**src/rtl/pipe_hazard_ctrl.sv**
```systemverilog
// pipe_hazard_ctrl
// Hold/flush control for the IF/ID and ID/EX pipeline registers and the PC.
// Handles load-use stalls, taken-branch squash from EX, and freezes the
// front end while a multi-cycle mul/div occupies EX. A saturating counter
// records how many cycles the PC was held.
module pipe_hazard_ctrl #(
    parameter int MD_LATENCY = 4,
    parameter int REG_W      = 5
) (
    input  logic             clk_i,
    input  logic             rst_i,
    input  logic [REG_W-1:0] id_rs_i,
    input  logic [REG_W-1:0] id_rt_i,
    input  logic             id_uses_rt_i,
    input  logic             id_md_i,
    input  logic             ex_memread_i,
    input  logic [REG_W-1:0] ex_rt_i,
    input  logic             ex_branch_taken_i,
    output logic             pc_write_o,
    output logic             ifid_write_o,
    output logic             ifid_flush_o,
    output logic             idex_write_o,
    output logic             idex_flush_o,
    output logic             exmem_flush_o,
    output logic             md_busy_o,
    output logic [7:0]       stall_cnt_o
);

    typedef enum logic {
        IDLE = 1'b0,
        BUSY = 1'b1
    } state_t;

    // Bundle of pipeline-register controls driven each cycle
    typedef struct packed {
        logic pc_write;
        logic ifid_write;
        logic ifid_flush;
        logic idex_write;
        logic idex_flush;
        logic exmem_flush;
    } ctrl_t;

    // BUSY spans MD_LATENCY-1 cycles; the final EX cycle of the op is spent in IDLE
    localparam logic [3:0] CNT_INIT = 4'(MD_LATENCY - 1);
    localparam logic       MD_MULTI = (MD_LATENCY > 1);

    state_t     state;
    logic [3:0] cnt;
    logic       md_busy_q;
    logic [7:0] stall_cnt;
    logic       lu;
    logic       br;
    ctrl_t      ctrl;

    // Hazard detection; $zero is never a real dependency
    always_comb begin
        lu = ex_memread_i && (ex_rt_i != '0) &&
             ((ex_rt_i == id_rs_i) || (id_uses_rt_i && (ex_rt_i == id_rt_i)));
        br = ex_branch_taken_i;
    end

    // Output priority: reset, busy freeze, branch squash, load-use stall
    always_comb begin
        ctrl = '{pc_write: 1'b1, ifid_write: 1'b1, ifid_flush: 1'b0,
                 idex_write: 1'b1, idex_flush: 1'b0, exmem_flush: 1'b0};
        if (!rst_i) begin
            ctrl = '{pc_write: 1'b0, ifid_write: 1'b0, ifid_flush: 1'b1,
                     idex_write: 1'b0, idex_flush: 1'b1, exmem_flush: 1'b1};
        end else if (state == BUSY) begin
            // Front end frozen; EX keeps the op, EX/MEM receives bubbles
            ctrl.pc_write    = 1'b0;
            ctrl.ifid_write  = 1'b0;
            ctrl.idex_write  = 1'b0;
            ctrl.exmem_flush = 1'b1;
        end else if (br) begin
            // Wrong-path instructions in IF and ID are squashed
            ctrl.ifid_flush = 1'b1;
            ctrl.idex_flush = 1'b1;
        end else if (lu) begin
            // Hold PC and IF/ID one cycle, insert a bubble into EX
            ctrl.pc_write   = 1'b0;
            ctrl.ifid_write = 1'b0;
            ctrl.idex_flush = 1'b1;
        end
    end

    assign pc_write_o    = ctrl.pc_write;
    assign ifid_write_o  = ctrl.ifid_write;
    assign ifid_flush_o  = ctrl.ifid_flush;
    assign idex_write_o  = ctrl.idex_write;
    assign idex_flush_o  = ctrl.idex_flush;
    assign exmem_flush_o = ctrl.exmem_flush;
    assign md_busy_o     = md_busy_q;
    assign stall_cnt_o   = stall_cnt;

    // Mul/div occupancy FSM; a squashed or stalled mul/div does not start
    always_ff @(posedge clk_i or negedge rst_i) begin
        if (!rst_i) begin
            state     <= IDLE;
            cnt       <= 4'd0;
            md_busy_q <= 1'b0;
        end else begin
            case (state)
                IDLE: begin
                    if (id_md_i && !br && !lu && MD_MULTI) begin
                        state     <= BUSY;
                        cnt       <= CNT_INIT;
                        md_busy_q <= 1'b1;
                    end
                end
                BUSY: begin
                    cnt <= cnt - 4'd1;
                    if (cnt == 4'd1) begin
                        state     <= IDLE;
                        md_busy_q <= 1'b0;
                    end
                end
                default: begin
                    state     <= IDLE;
                    md_busy_q <= 1'b0;
                end
            endcase
        end
    end

    // Count PC-held cycles, saturating at 255
    always_ff @(posedge clk_i or negedge rst_i) begin
        if (!rst_i) begin
            stall_cnt <= 8'd0;
        end else if (!ctrl.pc_write && (stall_cnt != 8'hFF)) begin
            stall_cnt <= stall_cnt + 8'd1;
        end
    end

endmodule

```
**config.mk**
```make
export PLATFORM = sky130hd
export DESIGN_NAME = pipe_hazard_ctrl
export DESIGN_NICKNAME = d
export VERILOG_FILES = /design/src/rtl/pipe_hazard_ctrl.sv
export SDC_FILE = /design/constraint.sdc
export NUM_CORES = 1
export LEC_CHECK = 0
export CAP_MARGIN = 20
export CORE_MARGIN = 2
export CORE_UTILIZATION = 28
export DETAILED_ROUTE_END_ITERATION = 10
export PLACE_DENSITY = 0.63
export SETUP_SLACK_MARGIN = 0.05
export SLEW_MARGIN = 20
export SYNTH_ARGS = -nofsm -noshare
export SYNTH_HDL_FRONTEND = slang
export SYNTH_SLANG_ARGS = --single-unit
```
**constraint.sdc**
```tcl
create_clock -name clk_i -period 3.4 [get_ports clk_i]
set_input_delay 0.68 -clock clk_i [delete_from_list [all_inputs] [get_ports clk_i]]
set_output_delay 0.68 -clock clk_i [all_outputs]
set_load 0.1 [all_outputs]
```
==> flow_metrics.env <==
export IMPL_status="complete, no violations"
export IMPL_ir_worst_vdd_mv=0.3831
export IMPL_critPathMaxFanout=3
export IMPL_syn_avg_cell_area_um2=9.422
export IMPL_async_reset_ff_share_pct=100.0
export IMPL_clock_path_buffers=2
export IMPL_via_per_inst=4.686
export IMPL_final_antenna_net_count=0
export IMPL_holdCritPathClass="flop to flop"
export IMPL_pwr_share_seq_pct=24.2
export IMPL_numPortBuffers=35
export IMPL_synth_nets=124
export IMPL_yosys_area_top_type="dfrtp_1"
export IMPL_clockRootBuffer="clkbuf_4"
export IMPL_cp_data_arrival_time_ns=2.62
export IMPL_ys_seq_elements=14
export IMPL_drc=0
export IMPL_power_leakage_nw=0.6342
export IMPL_n_antenna_cell=0
export IMPL_power_density_nw_per_um2=955.5
export IMPL_skew_ns=0.003278
export IMPL_post_cts_resized=0
export IMPL_grt_pass1_vias=919
export IMPL_num_rows=21
export IMPL_worst_pin_slew_ns=0.4995
export IMPL_r2r_end="stall_cnt_o[1]$_DFFE_PN0P_"
export IMPL_hold_viol=0
export IMPL_min_to="stall_cnt_o[6]$_DFFE_PN0P_"
export IMPL_ys_warn_count=0
export IMPL_end_kind="output port"
export IMPL_routed_via_count=867
export IMPL_fin_crit_sh_pct=97.13
export IMPL_grt_max_degree=17
export IMPL_cts_max_level=1
export IMPL_synth_cell_types=33
export IMPL_cap_violations=0
export IMPL_final_cell_area_um2=1444
export IMPL_cp_start_kind="input port"
export IMPL_worst_ep_required_time_ns=2.72
export IMPL_crit_type="input port to output port"
export IMPL_power_total_mw=1.380
export IMPL_gr_total_overflow=0
export IMPL_switching_share_pct=57.79
export IMPL_fin_crit_ns=3.302
export IMPL_p_switching_uw=797.3
export IMPL_fillers=316
export IMPL_dieArea_um2=3845
export IMPL_wl_per_cell_um=13.29
export IMPL_synth_area_um2=942.2
export IMPL_wl_um=2458
export IMPL_yosysSeqAreaShare_pct=37.18
export IMPL_fin_util_pct=43.96
export IMPL_setup_viol=0
export IMPL_cts_tree="built"
export IMPL_syn_inst=100
export IMPL_max_freq_ghz=0.3028
export IMPL_layout_drive_gt1_share_pct=23.74
export IMPL_synth_edf_count=0
export IMPL_nNetsFinal=164
export IMPL_drt_iter0_drc=15
export IMPL_die_y_um=62.01
export IMPL_rsz0062_at_grt="yes"
export IMPL_r2r_cells=6
export IMPL_core_um2=3284
export IMPL_grt_usage_pct=13.35
export IMPL_die_x_um=62.01
export IMPL_holdPathStages=1
export IMPL_tns_ns=0
export IMPL_path_clk_slew_ns=0.09
export IMPL_dp_hpwl_um=2043
export IMPL_clockPowerShare_pct=8.8
export IMPL_synth_top_area_share_pct=37.18
export IMPL_drt_pass1_iterations=4
export IMPL_clk_latency_ns=0.28
export IMPL_area_growth_pct=53.25
export IMPL_io_pins=36
export IMPL_min_from="stall_cnt_o[6]$_DFFE_PN0P_"
export IMPL_power_frac_comb_pct=66.9
export IMPL_p_int_uw=582.4
export IMPL_cts_buffers=3
export IMPL_place_congestion=0.7616
export IMPL_synth_flop_cell="dfrtp_1"
export IMPL_cts_sinks=14
export IMPL_grt_pass1_wl_um=3822
export IMPL_max_slew_margin_pct=66.35
export IMPL_ys_top_cells_by_area="dfrtp_1 37%, xor2_1 11%, xnor2_1 6.5%"
export IMPL_postPlaceCellArea_um2=1403
export IMPL_post_cts_setup_buffers=0
export IMPL_ctsHoldBuffers=0
export IMPL_r2r_setup_slack_ns=1.49
export IMPL_rr_startpoint="stall_cnt_o[0]$_DFFE_PN0P_"
export IMPL_slew_violations=0
export IMPL_initial_core_util_pct=28.69
export IMPL_antenna_found_initial=0
Yosys cell counts (3+ instances only):
library cell / count
nand2_1: 9
ha_1: 3
inv_1: 5
nand3_1: 7
nor2_1: 8
dfrtp_1: 14
o21ai_0: 7
xor2_1: 12
xnor2_1: 7
cell families (layout without fill, tap and decap cells):
kind of cell / after synthesis / after routing / synth area share [%]
buf+inv: 7 / 46 / 3.187
compound gates: 19 / 19 / 16.47
xor+xnor: 19 / 19 / 17.66
simple gates: 37 / 37 / 20.32
flops: 14 / 14 / 37.19
fa+ha+maj: 3 / 3 / 3.984
mux: 1 / 1 / 1.195
state kept, by name, indices dropped and copies added (netlist names):
register,flops
stall_cnt_o,8
cnt,4
md_busy_o,1
state,1
cell type report:
type	count	area [um^2]	area share, %
clock buffer	4	36.28	2.513
inverter	5	18.77	1.300
multi-input combinational	79	578.1	40.03
sequential	14	350.3	24.26
tap	46	57.56	3.986
timing repair buffer	37	402.9	27.90
stage by stage:
step / setup slack [ns] / hold WS, ns / cells
after global routing: 0.01828 / 0.5186 / 185
final: 0.09753 / 0.4974 / 185
after CTS: 0.1339 / 0.5022 / 185
after floorplan: 0.2367 / 0.3844 / 100
after detailed placement: 0.1345 / 0.4784 / 181
after global placement: 0.1297 / 0.4660 / 181
worst max-delay path, stage by stage:
cell             delay [ns]
clkdlybuf4s50_1        0.47
or4_4                  0.57
o21ai_0                0.43
o21a_1                 0.22
o21ai_2                0.08
buf_12                 0.18
power groups by stage:
stage | Clock (mW) | Sequential, mW | Combinational, mW
after floorplan | 0 | 0.644 | 0.370
after global placement | 0 | 0.337 | 0.911
after detailed placement | 0 | 0.338 | 0.930
after CTS | 0.127 | 0.336 | 0.932
after global routing | 0.134 | 0.348 | 0.978
final | 0.122 | 0.335 | 0.923
cell usage in the layout (no fill, tap or decap), types with 2 or more instances in the layout:
cell type,instances
xor2_1,12
o21ai_0,5
clkbuf_4,3
inv_1,5
nand2_1,9
nand3_1,7
buf_4,11
o21a_1,2
nor4_1,2
nor3_2,2
ha_1,3
nor2_1,7
clkdlybuf4s50_1,20
xnor2_1,7
dfrtp_1,14
a21o_1,2
o21ai_2,2
and3_1,2
buf_12,6
how the worst max path moves through the flow:
stage	from	to	slack [ns]	cells past startpoint
2_1_floorplan	rst_i	pc_write_o	0.24	3
6_report	ex_rt_i[1]	idex_flush_o	0.1	6
5_1_grt	ex_rt_i[1]	idex_flush_o	0.02	6
3_5_place_dp	ex_rt_i[1]	ifid_write_o	0.13	6
4_1_cts	ex_rt_i[1]	ifid_write_o	0.13	6
3_3_place_gp	ex_rt_i[1]	pc_write_o	0.13	6
layer usage:
layer	wire length [um]	track usage, %
met4	0	3.951
met1	1013	14.94
met5	0	0
met3	206	3.727
met2	1237	24.40
No activity file was read; power rests on OpenSTA's default activity.
